File: config.mk
export PLATFORM = sky130hd
export DESIGN_NAME = pyjamask96_key_schedule_flat
export DESIGN_NICKNAME = d
export VERILOG_FILES = /design/src/rtl/pyjamask96_pkg.sv /design/src/rtl/pyjamask96_key_schedule_if.sv /design/src/rtl/pyjamask96_circ_mult.sv /design/src/rtl/pyjamask96_key_schedule.sv /design/src/flat_wrapper.sv
export SDC_FILE = /design/constraint.sdc
export NUM_CORES = 1
export LEC_CHECK = 0
export ABC_AREA = 1
export BUFFER_PORTS_ARGS = -buffer_cell sky130_fd_sc_hd__buf_2
export CORE_MARGIN = 5
export CORE_UTILIZATION = 48
export DETAILED_ROUTE_END_ITERATION = 10
export PLACE_DENSITY_LB_ADDON = 0.2
export SLEW_MARGIN = 25
export SYNTH_ARGS = -nofsm -noshare
export SYNTH_HDL_FRONTEND = slang
export SYNTH_HIERARCHICAL = 1
export SYNTH_SLANG_ARGS = --single-unit
File: constraint.sdc
create_clock -name clk -period 6.1 [get_ports clk]
set_input_delay 0.915 -clock clk [delete_from_list [all_inputs] [get_ports clk]]
set_output_delay 0.915 -clock clk [all_outputs]
set_load 0.005 [all_outputs]
File: src/rtl/pyjamask96_pkg.sv
// Shared constants, FSM encoding and GF(2) helpers for the Pyjamask-96 key schedule.
// The MixRows multiplier build is selected by PYJ96_KS_PARALLEL_MULT_EN (see pyjamask96_circ_mult).
package pyjamask96_pkg;

   localparam logic [31:0] COL_MK = 32'hb881b9ca;

   localparam logic [31:0] RC0 = 32'h0000_0080;
   localparam logic [31:0] RC1 = 32'h0000_6a00;
   localparam logic [31:0] RC2 = 32'h003f_0000;
   localparam logic [31:0] RC3 = 32'h2400_0000;

   localparam int ROT1 = 8;
   localparam int ROT2 = 15;
   localparam int ROT3 = 18;

   localparam logic [2:0] ST_IDLE   = 3'd0;
   localparam logic [2:0] ST_LOAD   = 3'd1;
   localparam logic [2:0] ST_READY  = 3'd2;
   localparam logic [2:0] ST_MIXCOL = 3'd3;
   localparam logic [2:0] ST_MULT   = 3'd4;
   localparam logic [2:0] ST_FINAL  = 3'd5;
   localparam logic [2:0] ST_DONE   = 3'd6;

   function automatic logic [31:0] rol32(input logic [31:0] x, input int n);
      return (n % 32 == 0) ? x : ((x << (n % 32)) | (x >> (32 - (n % 32))));
   endfunction

   function automatic logic [31:0] ror32(input logic [31:0] x, input int n);
      return (n % 32 == 0) ? x : ((x >> (n % 32)) | (x << (32 - (n % 32))));
   endfunction

   // Circulant product: operand bit 31-i selects COL_MK rotated right by i.
   function automatic logic [31:0] circ_mul32(input logic [31:0] a);
      logic [31:0] acc;
      acc = '0;
      for (int i = 0; i < 32; i++)
         if (a[31-i]) acc = acc ^ ror32(COL_MK, i);
      return acc;
   endfunction

endpackage

File: src/rtl/pyjamask96_key_schedule_if.sv
// Key-load and round-key handshake bundle of the Pyjamask-96 key schedule.
interface pyjamask96_key_schedule_if;
   logic        key_load;
   logic [7:0]  byte_key_in;
   logic        rk_ready;
   logic        rk_valid;
   logic [95:0] rk;
   logic [3:0]  rk_idx;
   logic        rk_last;
   logic        busy;

   modport master (
      output key_load, byte_key_in, rk_ready,
      input  rk_valid, rk, rk_idx, rk_last, busy
   );

   modport slave (
      input  key_load, byte_key_in, rk_ready,
      output rk_valid, rk, rk_idx, rk_last, busy
   );
endinterface

File: src/rtl/pyjamask96_circ_mult.sv
// Circulant (COL_MK) multiplier: bit-serial over 32 steps, or one step when
// PYJ96_KS_PARALLEL_MULT_EN is defined. load captures op; res is valid after the step where last is high.
module pyjamask96_circ_mult
   import pyjamask96_pkg::*;
(
   input  logic        clk,
   input  logic        reset_n,
   input  logic        load,
   input  logic        step,
   input  logic [31:0] op,
   output logic [31:0] res,
   output logic        last
);

`ifdef PYJ96_KS_PARALLEL_MULT_EN
   logic [31:0] opnd;
   logic [31:0] acc;

   always_ff @(posedge clk or posedge reset_n) begin
      if (reset_n) begin
         opnd <= '0;
         acc  <= '0;
      end else if (load) begin
         opnd <= op;
         acc  <= '0;
      end else if (step) begin
         acc  <= circ_mul32(opnd);
      end
   end

   assign res  = acc;
   assign last = 1'b1;
`else
   logic [31:0] opnd;
   logic [31:0] mask;
   logic [31:0] acc;
   logic [4:0]  cnt;

   // opnd shifts left so its MSB is the current bit; mask tracks ror(COL_MK, cnt).
   always_ff @(posedge clk or posedge reset_n) begin
      if (reset_n) begin
         opnd <= '0;
         mask <= '0;
         acc  <= '0;
         cnt  <= '0;
      end else if (load) begin
         opnd <= op;
         mask <= COL_MK;
         acc  <= '0;
         cnt  <= '0;
      end else if (step) begin
         acc  <= acc ^ (opnd[31] ? mask : 32'h0);
         opnd <= {opnd[30:0], 1'b0};
         mask <= ror32(mask, 1);
         cnt  <= cnt + 5'd1;
      end
   end

   assign res  = acc;
   assign last = (cnt == 5'd31);
`endif

endmodule

File: src/rtl/pyjamask96_key_schedule.sv
// Pyjamask-96 key schedule: byte-serial key load, then one round key per handshake.
// PYJ96_KS_PARALLEL_MULT_EN selects the single-cycle MixRows multiplier.
module pyjamask96_key_schedule
   import pyjamask96_pkg::*;
#(
   parameter int NB_ROUNDS = 14
)
(
   input logic clk,
   input logic reset_n,
   pyjamask96_key_schedule_if.slave ks
);

   localparam logic [3:0] LAST_IDX = 4'(NB_ROUNDS);

   logic [2:0]   state;
   logic [127:0] key;
   logic [4:0]   byte_cnt;
   logic [3:0]   rk_idx;
   logic [31:0]  row0, row1, row2, row3;
   logic [31:0]  t;
   logic [31:0]  mult_op;
   logic [31:0]  mult_res;
   logic         mult_load, mult_step, mult_last;

   assign {row0, row1, row2, row3} = key;
   assign t = row0 ^ row1 ^ row2 ^ row3;

   // Mixed row0 (row0 ^ t) reduces to the XOR of the other three rows.
   assign mult_op   = row1 ^ row2 ^ row3;
   assign mult_load = (state == ST_MIXCOL) && !ks.key_load;
   assign mult_step = (state == ST_MULT) && !ks.key_load;

   pyjamask96_circ_mult u_mult (
      .clk     (clk),
      .reset_n (reset_n),
      .load    (mult_load),
      .step    (mult_step),
      .op      (mult_op),
      .res     (mult_res),
      .last    (mult_last)
   );

   always_ff @(posedge clk or posedge reset_n) begin
      if (reset_n) begin
         state    <= ST_IDLE;
         key      <= '0;
         byte_cnt <= '0;
         rk_idx   <= '0;
      end else if (ks.key_load) begin
         // A byte from any state aborts whatever was running; a 17th byte starts a new key.
         key      <= {key[119:0], ks.byte_key_in};
         byte_cnt <= (state == ST_LOAD && byte_cnt != 5'd16) ? byte_cnt + 5'd1 : 5'd1;
         rk_idx   <= '0;
         state    <= ST_LOAD;
      end else begin
         case (state)
            ST_LOAD:
               if (byte_cnt == 5'd16) state <= ST_READY;
            ST_READY:
               if (ks.rk_ready) state <= (rk_idx == LAST_IDX) ? ST_DONE : ST_MIXCOL;
            ST_MIXCOL: begin
               key   <= {row0 ^ t, row1 ^ t, row2 ^ t, row3 ^ t};
               state <= ST_MULT;
            end
            ST_MULT:
               if (mult_last) state <= ST_FINAL;
            ST_FINAL: begin
               key    <= {mult_res ^ RC0 ^ {28'd0, rk_idx},
                          rol32(row1, ROT1) ^ RC1,
                          rol32(row2, ROT2) ^ RC2,
                          rol32(row3, ROT3) ^ RC3};
               rk_idx <= rk_idx + 4'd1;
               state  <= ST_READY;
            end
            default: ;
         endcase
      end
   end

   assign ks.rk       = key[127:32];
   assign ks.rk_idx   = rk_idx;
   assign ks.rk_valid = (state == ST_READY);
   assign ks.rk_last  = (rk_idx == LAST_IDX);
   assign ks.busy     = (state == ST_MIXCOL) || (state == ST_MULT) || (state == ST_FINAL);

endmodule

File: src/flat_wrapper.sv
// flat-port wrapper written by rule: the top's interface ports become plain ports
module pyjamask96_key_schedule_flat import pyjamask96_pkg::*;
#(
   parameter int NB_ROUNDS = 14
)
  (clk, reset_n, ks_key_load, ks_byte_key_in, ks_rk_ready, ks_rk_valid, ks_rk, ks_rk_idx, ks_rk_last, ks_busy);
  pyjamask96_key_schedule_if ks_i ();
  input logic clk;
  input logic reset_n;
  input wire logic [$bits(ks_i.key_load)-1:0] ks_key_load;
  input wire logic [$bits(ks_i.byte_key_in)-1:0] ks_byte_key_in;
  input wire logic [$bits(ks_i.rk_ready)-1:0] ks_rk_ready;
  output wire logic [$bits(ks_i.rk_valid)-1:0] ks_rk_valid;
  output wire logic [$bits(ks_i.rk)-1:0] ks_rk;
  output wire logic [$bits(ks_i.rk_idx)-1:0] ks_rk_idx;
  output wire logic [$bits(ks_i.rk_last)-1:0] ks_rk_last;
  output wire logic [$bits(ks_i.busy)-1:0] ks_busy;
  assign ks_i.key_load = ks_key_load;
  assign ks_i.byte_key_in = ks_byte_key_in;
  assign ks_i.rk_ready = ks_rk_ready;
  assign ks_rk_valid = ks_i.rk_valid;
  assign ks_rk = ks_i.rk;
  assign ks_rk_idx = ks_i.rk_idx;
  assign ks_rk_last = ks_i.rk_last;
  assign ks_busy = ks_i.busy;
  pyjamask96_key_schedule #(.NB_ROUNDS(NB_ROUNDS)) u_core (.clk(clk), .reset_n(reset_n), .ks(ks_i));
endmodule
Word-level counts from Yosys, hierarchy flattened

Cells that the tools add are included.

Add/sub/neg operators: 3
Multiply operators: 0
Divide/modulo/power cells: 0
$lt $le $gt $ge: 0
Equality and inequality tests: 12
Shifts and indexed selects: 0
Muxes and demuxes: 20
Bitwise operators: 19
Reduce and logical (&&, ||, !) cells: 11

Operators with widths:

| cell                  | number |
|---|---|
| $xor A32 B32 Y32      | 10 |
| $pmux W128 S2         | 1 |
| $mux W32              | 7 |
| $mux W128             | 1 |
| $or A31 B32 Y32       | 1 |
| $or A32 B15 Y32       | 1 |
| $or A32 B18 Y32       | 1 |
| $or A32 B8 Y32        | 1 |
| $xor A32 B4 Y32       | 1 |
| $mux W3               | 5 |
| $mux W5               | 3 |
| $pmux W3 S5           | 1 |
| $add A5 B1 Y5 const B | 2 |
| $eq A5 B5 Y1 const B  | 2 |
| $mux W4               | 2 |
| $eq A3 B2 Y1 const B  | 2 |
| $eq A3 B3 Y1 const B  | 2 |
| $ne A3 B3 Y1 const B  | 2 |
| $not A6 Y6            | 1 |
| $reduce_bool A6 Y1    | 1 |
| $ne A5 B5 Y1 const B  | 1 |
| $add A4 B1 Y4 const B | 1 |
| $eq A4 B4 Y1 const B  | 1 |
| $not A4 Y4            | 1 |
| 10 further kinds      | 14 |

Flip-flop bits (word level): 241
Latch bits: 0
Bits in writable memories: 0
ROM bits: 0
Input bits: 12
Output and inout bits: 103
Word-level logic and storage cells: 73
Memories: 0

Depth between registers and ports, before layout

Gate-level depths: netlist (run 1).

Depth in word-level cells: 6
Depth in mapped cells: 12

Cells and area by module

Netlist (run 1), hierarchy kept.

By module, submodules not included:

| module                  | times used | cells an instance | area each (um^2) | sequential area each (um^2) |
|---|---|---|---|---|
| pyjamask96_key_schedule | 1          | 1869              | 11820.1          | 3503.4 |
| pyjamask96_circ_mult    | 1          | 502               | 4379.2           | 2527.4 |

Worst setup path before layout (run 1)

No wires, ideal clock.

Path type: input -> register
Start point: input ks_key_load
End point: register u_core.u_mult.mask[0]
Setup time: 0.138 ns
Arrival: 2.231 ns
Required time: 5.962 ns
Setup slack: 3.731 ns
Stages: 9
Buffers on the path: 4
Cell sequence: buf_2 -> buf_2 -> clkbuf_1 -> nor2_1 -> inv_2 -> nor2_4 -> inv_1 -> clkbuf_1 -> o22ai_1

Longest elaborated chain between the ends: 3
Elaborated cells on any way between the ends: 5
Those cells by class: 1 x mux; 4 x reduce/logical

Ends and longest elaborated chain:

| element                      | RTL line                      | text |
|---|---|---|
| from (decl)                  | flat_wrapper.sv:10            | `input wire logic [$bits(ks_i.key_load)-1:0] ks_key_load;` |
| $logic_not A1 Y1             | pyjamask96_key_schedule.sv:32 | `assign mult_step = (state == ST_MULT) && !ks.key_load;` |
| $logic_and A1 B1 Y1          | pyjamask96_key_schedule.sv:32 |  |
| named net u_core.mult_step   | pyjamask96_key_schedule.sv:24 | `logic mult_load, mult_step, mult_last;` |
| $reduce_bool A2 Y1 (no line) | -                             |  |
| to (signal assigned)         | pyjamask96_circ_mult.sv:54    | `mask <= ror32(mask, 1);` |
| to (decl)                    | pyjamask96_circ_mult.sv:35    | `logic [31:0] mask;` |

The timed path passes the listed nets, and every way through them passes these cells.
A chain may end at the register's enable or synchronous reset.

Worst setup path in the final report (run 1)

Start point: register u_core.state[1]
End point: register u_core.key[125]

Longest elaborated chain between the ends: 3
Elaborated cells on any way between the ends: 5
Those cells by class: 2 x eq/ne; 2 x mux; 1 x reduce/logical

Ends and longest elaborated chain:

| element                                             | RTL line                      | text |
|---|---|---|
| from (decl)                                         | pyjamask96_key_schedule.sv:16 | `logic [2:0] state;` |
| from (signal assigned)                              | pyjamask96_key_schedule.sv:61 | `if (ks.rk_ready) state <= (rk_idx == LAST_IDX) ? ST_DONE : ST_MIXCOL;` |
| $eq A3 B3 Y1 / $eq A3 B2 Y1 (equally long branches) | pyjamask96_key_schedule.sv:57 | `case (state)` |
| $pmux W128 S2                                       | pyjamask96_key_schedule.sv:57 |  |
| $mux W128                                           | pyjamask96_key_schedule.sv:50 | `end else if (ks.key_load) begin` |
| to (signal assigned)                                | pyjamask96_key_schedule.sv:52 | `key <= {key[119:0], ks.byte_key_in};` |
| to (signal assigned)                                | pyjamask96_key_schedule.sv:63 | `key <= {row0 ^ t, row1 ^ t, row2 ^ t, row3 ^ t};` |
| to (signal assigned)                                | pyjamask96_key_schedule.sv:69 | `key <= {mult_res ^ RC0 ^ {28'd0, rk_idx},` |
| to (decl)                                           | pyjamask96_key_schedule.sv:17 | `logic [127:0] key;` |

Parallel ways exist; a longest one is shown, timed or not.

==> results of run 1 <==
cell usage after synthesis:
master,instances
a22o_1,3
a21oi_1,48
o31ai_1,1
clkbuf_1,45
buf_6,5
buf_2,42
buf_1,6
xnor2_1,10
o21ai_2,8
inv_4,1
a22oi_1,54
nand4_1,3
a21o_1,1
o22ai_1,21
ha_1,6
nand3_1,314
inv_2,5
xor2_1,51
clkinv_1,1
nor2_2,2
buf_4,109
nand2_2,1
nor2_1,145
nand2_1,677
o21ai_0,132
dfrtp_1,241
o21ai_1,22
nor3_1,3
inv_1,321
nand2_4,2
a31oi_1,26
nor2_4,2
o211ai_1,63
state kept, by name (all words and copies together) (netlist names):
signal / count
u_core/ks.rk_idx: 4
u_core/key: 128
u_core/u_mult/opnd: 32
u_core/u_mult/mask: 32
u_core/u_mult/res: 32
u_core/byte_cnt: 5
u_core/u_mult/cnt: 5
u_core/state: 3
worst min path at each step:
stage / to / slack, ns / cells past startpoint
CTS: u_core/u_mult/res[8]$_DFFE_PP0P_ / 0.34 / 2
global route: u_core/u_mult/res[8]$_DFFE_PP0P_ / 0.35 / 2
detailed placement: u_core/byte_cnt[4]$_DFFE_PP0P_ / 0.46 / 1
finish: u_core/u_mult/res[8]$_DFFE_PP0P_ / 0.34 / 2
global placement: u_core/byte_cnt[4]$_DFFE_PP0P_ / 0.46 / 1
floorplan: u_core/byte_cnt[4]$_DFFE_PP0P_ / 0.43 / 1
cells in the final DEF, fill, tap and decap left out, types with 2 or more instances in the layout:
cell / n
o22ai_1: 21
buf_2: 114
inv_4: 3
nand3_1: 314
o21ai_2: 8
nor2_1: 144
buf_16: 2
a31oi_1: 26
nand2_1: 677
buf_4: 11
xnor2_1: 10
a22o_1: 3
clkbuf_16: 28
ha_1: 6
inv_1: 319
inv_2: 4
a22oi_1: 54
o21ai_0: 132
o21ai_1: 22
nand2_4: 2
nor2_4: 4
clkbuf_1: 11
nor3_1: 3
nand4_1: 3
o211ai_1: 63
clkbuf_8: 7
a21oi_1: 48
dfrtp_1: 240
xor2_1: 51
through the flow:
step                      util, %  setup WS [ns]
final                        51.2           2.46
after global routing         51.2           2.16
after CTS                    51.1           2.58
after detailed placement     48.5           2.50
after global placement       48.4           2.53
after floorplan                 -           1.43
power by group through the flow:
stage / clock network (mW) / logic (mW) / registers [mW]
floorplan: 0 / 4.54 / 2.94
global placement: 0 / 5.20 / 3.52
detailed placement: 0 / 5.36 / 3.54
CTS: 1.69 / 5.39 / 3.51
global route: 1.76 / 6.19 / 3.64
finish: 1.66 / 5.45 / 3.54
cell families after synthesis:
family	after synthesis
compound gates	379
xor+xnor	61
flops	241
fa+ha+maj	6
buf+inv	535
simple gates	1149
critical path: stages (launching register included):
cell	delay (ns)
dfrtp_1	0.45
nor2_2	0.27
nand2_8	0.46
nand2_4	0.24
nor2_4	0.05
inv_4	0.58
buf_4	0.87
o21ai_0	0.24
inv_1	0.11
a21oi_1	0.07
layer usage:
metal	GRT usage [%]	share of wire, %	vias to the layer above
met3	3.30	7.0	98
met2	40.9	45	606
met1	37.3	44	7362
li1	-	-	7454
met4	7.53	3.2	0
met5	0	0	-
final cells by class:
class	count	area (sq um)
clock buffer	46	838
clock inverter	4	58.8
sequential	241	6030
fill	3313	16300
tap	448	561
timing repair buffer	128	719
multi-input combinational	1595	7680
inverter	328	1240
==> summary.txt, run 1 <==
Setup Buffers After CTS - 0
Total of max-cap violations - 0
Yosys cell types - 33
Leak - 9.35 nW
Worst Hold Class - input port to asynchronous set/reset pin
Initial antenna violation count - 0
Synth area leaders - dfrtp_1 37%, nand2_1 16%, nand3_1 9.7%, inv_1 7.4%, buf_4 5.1%
# resized after CTS - 0
Seq/Total Area, Yosys - 37.2%
Worst setup EP type - register
Syn Inst Count - 2371
IO Port Bufs - 114
Initial core utilization - 48.4%
H-tree lvl count - 1
Clk root buf - clkbuf_16
Post-synthesis compound-gate area fraction - 14.2%
Startpoint types - register
Critical path peak fanout - 115
Worst relative slew slack - 32.3%
CTS tree - built
Synth Area in Simple Gates - 29.4%
Total GRT Usage - 25.8%
Worst Max-Slew Pin Slew - 1.02 ns
Cell internal pwr - 5.25 mW
Reg-to-reg setup timing slack - 2.46 ns
Iter 0 DRT Violations - 1559
Leading area contributor after synthesis - dfrtp_1
Area Growth Syn to Fin - 5.79%
Die Wd - 194 um
Worst Reg-to-Reg Cells - 9
Sw Share - 50.7%
FP Rows - 67
Sequential share of power - 33.2%
Nets - 2340
Gpl congestion - 0.915
Worst setup startpoint - u_core/state[1]$_DFFE_PP0P_
Multiplexer share of the synthesized area - 0%
Routed Antenna Nets - 0
Tmin final - 3.64 ns
Worst setup path endpoint - u_core/key[125]$_DFFE_PP0P_
Synth Area in Adders - 0.463%
Critical Path AT - 4.07 ns
Setup TNS - 0 ns
Ports - 115
# clock sinks - 241
Unrepaired setup endpoints after global routing - no
Placed Instances - 2739
F_max - 275 MHz
GRT Residual Overflow - 0
Die footprint - 37500 sq um
Hpwl dp - 34800 um
Synthesized area - 16200 sq um
Cell Area, Placed - 16200 sq um
CORE AREA - 33400 sq um
Total power - 10.6 mW
Vias - 15500
R2R Path End - u_core/key[125]$_DFFE_PP0P_
DRC - 0
Clk buf depth - 3
Hold Buf Count CTS - 0
Final hold violation count - 0
Wire length of the first global-routing pass - 79400 um
Die height - 194 um
Layout cell share with drive strength beyond 1 - 8.20%
Worst hold slack - 0.342 ns
Top cell type's share of synthesized area - 37.2%
Clock skew - 0.00770 ns
Yosys warning total - 6
WL/cell - 18.1 um
Final setup violation count - 0
Clock buffer count from CTS - 28
XOR/XNOR Fraction of Synth Area - 3.30%
Number of global-route vias before repair - 14300
FF-to-FF Start - u_core/state[1]$_DFFE_PP0P_
Average vias per placed instance - 5.56
Clk_lat worst skew - 0.56 ns
Syn avg cell area - 6.83 sq um
TritonRoute pass-1 iters - 7
Post-Syn Nets - 2389
Power per Cell Area - 621 nW/um^2
Largest net degree at the start of global routing - 116
Maximum vdd drop - 0.000293 V
Clk pwr share - 15.6%
Worst Path Required - 6.53 ns
Combinational share of power - 51.2%
Largest family of logic cells by synthesized area - simple AND/OR/NAND/NOR gates
# diodes - 0
NetSw - 5.39 mW
Max Slew Vio Count - 0
Final WL - 50400 um
Final std cells w/o fill - 2790
Critical path class - register to register
Outcome - completed
Post-synthesis register bit count - 241
Final instance area - 17100 sq um
Crit share post-route - 59.7%
Clock-pin slew on the worst setup and hold paths - 0.06 ns
Note: power is estimated with default switching activity, not from simulation.
==> run 2: changes to the inputs <==
==> constraint.sdc (replaced) <==
create_clock -name clk -period 3.2 [get_ports clk]
set_input_delay 0.48 -clock clk [delete_from_list [all_inputs] [get_ports clk]]
set_output_delay 0.48 -clock clk [all_outputs]
set_load 0.005 [all_outputs]
==> run 2 against run 1 <==
  * Sequential power up 91%
  * Largest power group unchanged
  * Highest routed layer unchanged
  * Critical endpoint is now u_core/u_mult/opnd[29]$_DFFE_PP0P_
  * Sequential share of layout area down 0.32 points
  * Clock power up 100%
==> summary.txt, run 2 (synthesis gave the netlist of run 1 again) <==
CP max-delay cell - inv_1 (was buf_4)
CORE AREA - 33400 sq um (unchanged)
Initial core utilization - 48.4% (unchanged)
Gpl congestion - 0.898 (was 0.915)
Hold Buf Count CTS - 0 (unchanged)
Final WL - 50200 um (was 50400 um)
Crit path depth - 7 (was 9)
Max Slew Vio Count - 0 (unchanged)
Worst Hold Class - input port to asynchronous set/reset pin (unchanged)
Vias - 15500 (about the same)
Die footprint - 37500 sq um (unchanged)
Ports - 115 (unchanged)
DRC - 0 (unchanged)
Routed Antenna Nets - 0 (unchanged)
Nets - 2354 (was 2340)
Post-Place Setup Slack - 0.732 ns (was 2.50 ns)
Layout fillers - 3288 (was 3313)
FP Rows - 67 (unchanged)
Die Wd - 194 um (unchanged)
# resized after CTS - 0 (unchanged)
Initial antenna violation count - 0 (unchanged)
Outcome - completed (unchanged)
H-tree lvl count - 1 (unchanged)
Leak - 9.45 nW (was 9.35 nW)
IO Port Bufs - 114 (unchanged)
Multi-input gate area - 7680 sq um (unchanged)
TritonRoute pass-1 iters - 6 (was 7)
Number of global-route vias before repair - 14200 (was 14300)
Top reg by flops - u_core/key (unchanged)
Worst Reg-to-Reg Cells - 7 (was 9)
Layout cell share with drive strength beyond 1 - 8.94% (was 8.20%)
Buf+Inv Stages, Crit Path - 2 (was 3)
Power per Cell Area - 1180 nW/um^2 (was 621 nW/um^2)
Crit share post-route - 77.2% (was 59.7%)
Commonest cells after routing, fill and taps aside - 677 x nand2_1, 319 x inv_1, 314 x nand3_1 (unchanged)
Setup Buffers After CTS - 0 (unchanged)
Clock skew - 0.0142 ns (was 0.00770 ns)
Worst Max-Slew Pin Slew - 0.869 ns (was 1.02 ns)
Top delay family on crit path - simple AND/OR/NAND/NOR gates (was buffers and inverters)
Wire length of the first global-routing pass - 79300 um (was 79400 um)
Maximum vdd drop - 0.000565 V (was 0.000293 V)
Clk buf depth - 3 (unchanged)
Clk_lat worst skew - 0.58 ns (was 0.56 ns)
Setup TNS - 0 ns (unchanged)
Final hold violation count - 0 (unchanged)
Largest stage delay, worst path - 0.47 ns (was 0.87 ns)
Average vias per placed instance - 5.51 (was 5.56)
CP cell instances - nor2_2 > nand2_1 > nor2_1 > inv_2 > nor2_4 > inv_1 > o211ai_1 (was nor2_2 > nand2_8 > nand2_4 > nor2_4 > inv_4 > buf_4 > o21ai_0 > inv_1 > a21oi_1)
Clock-pin slew on the worst setup and hold paths - 0.06 ns (about the same)
GRT Residual Overflow - 0 (unchanged)
Largest net degree at the start of global routing - 149 (was 116)
CTS tree - built (unchanged)
# clock sinks - 241 (unchanged)
Critical path class - register to register (unchanged)
Setup ws final - 0.730 ns (was 2.46 ns)
F_max - 405 MHz (was 275 MHz)
Tmin final - 2.47 ns (was 3.64 ns)
Final setup violation count - 0 (unchanged)
Largest register FFs - 128 (unchanged)
Iter 0 DRT Violations - 1453 (was 1559)
Worst setup EP type - register (unchanged)
Critical path peak fanout - 23 (was 115)
Area Growth Syn to Fin - 6.77% (was 5.79%)
Worst relative slew slack - 41.9% (was 32.3%)
Die height - 194 um (unchanged)
Hpwl dp - 35600 um (was 34800 um)
Clk root buf - clkbuf_16 (unchanged)
Most common cell after layout, fill and taps aside - nand2_1 (unchanged)
Startpoint types - register (unchanged)
Worst Path Required - 3.68 ns (was 6.53 ns)
# diodes - 0 (unchanged)
Cell Area, Placed - 16300 sq um (was 16200 sq um)
Critical Path AT - 2.95 ns (was 4.07 ns)
Storage cell area - 6030 sq um (unchanged)
Final instance area - 17300 sq um (was 17100 sq um)
Unrepaired setup endpoints after global routing - no (unchanged)
Clock buffer count from CTS - 29 (was 28)
WL/cell - 17.9 um (was 18.1 um)
Total GRT Usage - 25.8% (about the same)
Total of max-cap violations - 0 (unchanged)
run 2: cell types whose count changed in the layout (fill, tap and decap cells not counted), moves of 2 or more:
cell	previous run	this run
buf_16	2	0
buf_12	0	4
buf_4	11	23
clkinv_2	1	5
clkbuf_1	11	9
run 2: layout make-up:
cell class | count | share of cell area, %
sequential | 241 | 34.9
multi-input combinational | 1595 | 44.4
inverter | 328 | 7.18
clock inverter | 8 | 0.477
clock buffer | 46 | 5.03
timing repair buffer | 141 | 4.76
tap | 448 | 3.24
run 2: worst reg2reg max path, stage by stage, from the launching register on:
cell      delay (ns)
dfrtp_1         0.45
nor2_2          0.26
nand2_1         0.13
nor2_1          0.28
inv_2           0.12
nor2_4          0.34
inv_1           0.48
o211ai_1        0.32
run 2: final timing paths:
| path | startpoint | to | slack (ns) |
|---|---|---|---|
| worst min-delay path | reset_n | u_core/u_mult/res[24]$_DFFE_PP0P_ | 0.04 |
| worst max register to register | u_core/state[1]$_DFFE_PP0P_ | u_core/u_mult/opnd[29]$_DFFE_PP0P_ | 0.73 |
| worst max-delay path | u_core/state[1]$_DFFE_PP0P_ | u_core/u_mult/opnd[29]$_DFFE_PP0P_ | 0.73 |
| max in group asynchronous | reset_n | u_core/key[53]$_DFFE_PP0P_ | 2.32 |
| worst min register to register | u_core/byte_cnt[4]$_DFFE_PP0P_ | u_core/byte_cnt[4]$_DFFE_PP0P_ | 0.48 |
| min in group clk | ks_byte_key_in[1] | u_core/key[1]$_DFFE_PP0P_ | 0.22 |
run 2: per-stage QoR:
step	hold WS, ns	total power [mW]	utilization (%)	cells
after floorplan	0.433	14.3	-	2371
after global placement	0.454	16.7	48.9	2753
after detailed placement	0.465	17.0	48.9	2753
after CTS	0.0646	20.4	51.7	2807
after global routing	0.108	22.3	51.7	2807
final	0.0395	20.5	51.7	2807
run 2: where the power goes:
| part | switching (mW) | internal, mW |
|---|---|---|
| combinational | 6.61 | 3.79 |
| sequential | 2.35 | 4.41 |
| clock | 1.39 | 1.94 |
| total | 10.3 | 10.1 |
run 2: per-layer routing:
metal  up-vias  global-route usage, %  wire (um)
met5         -                      0          0
met4         0                   7.50       1540
met3        82                   3.70       3570
met2       584                   40.4      22600
met1      7299                   37.4      22500
li1       7499                      -          -
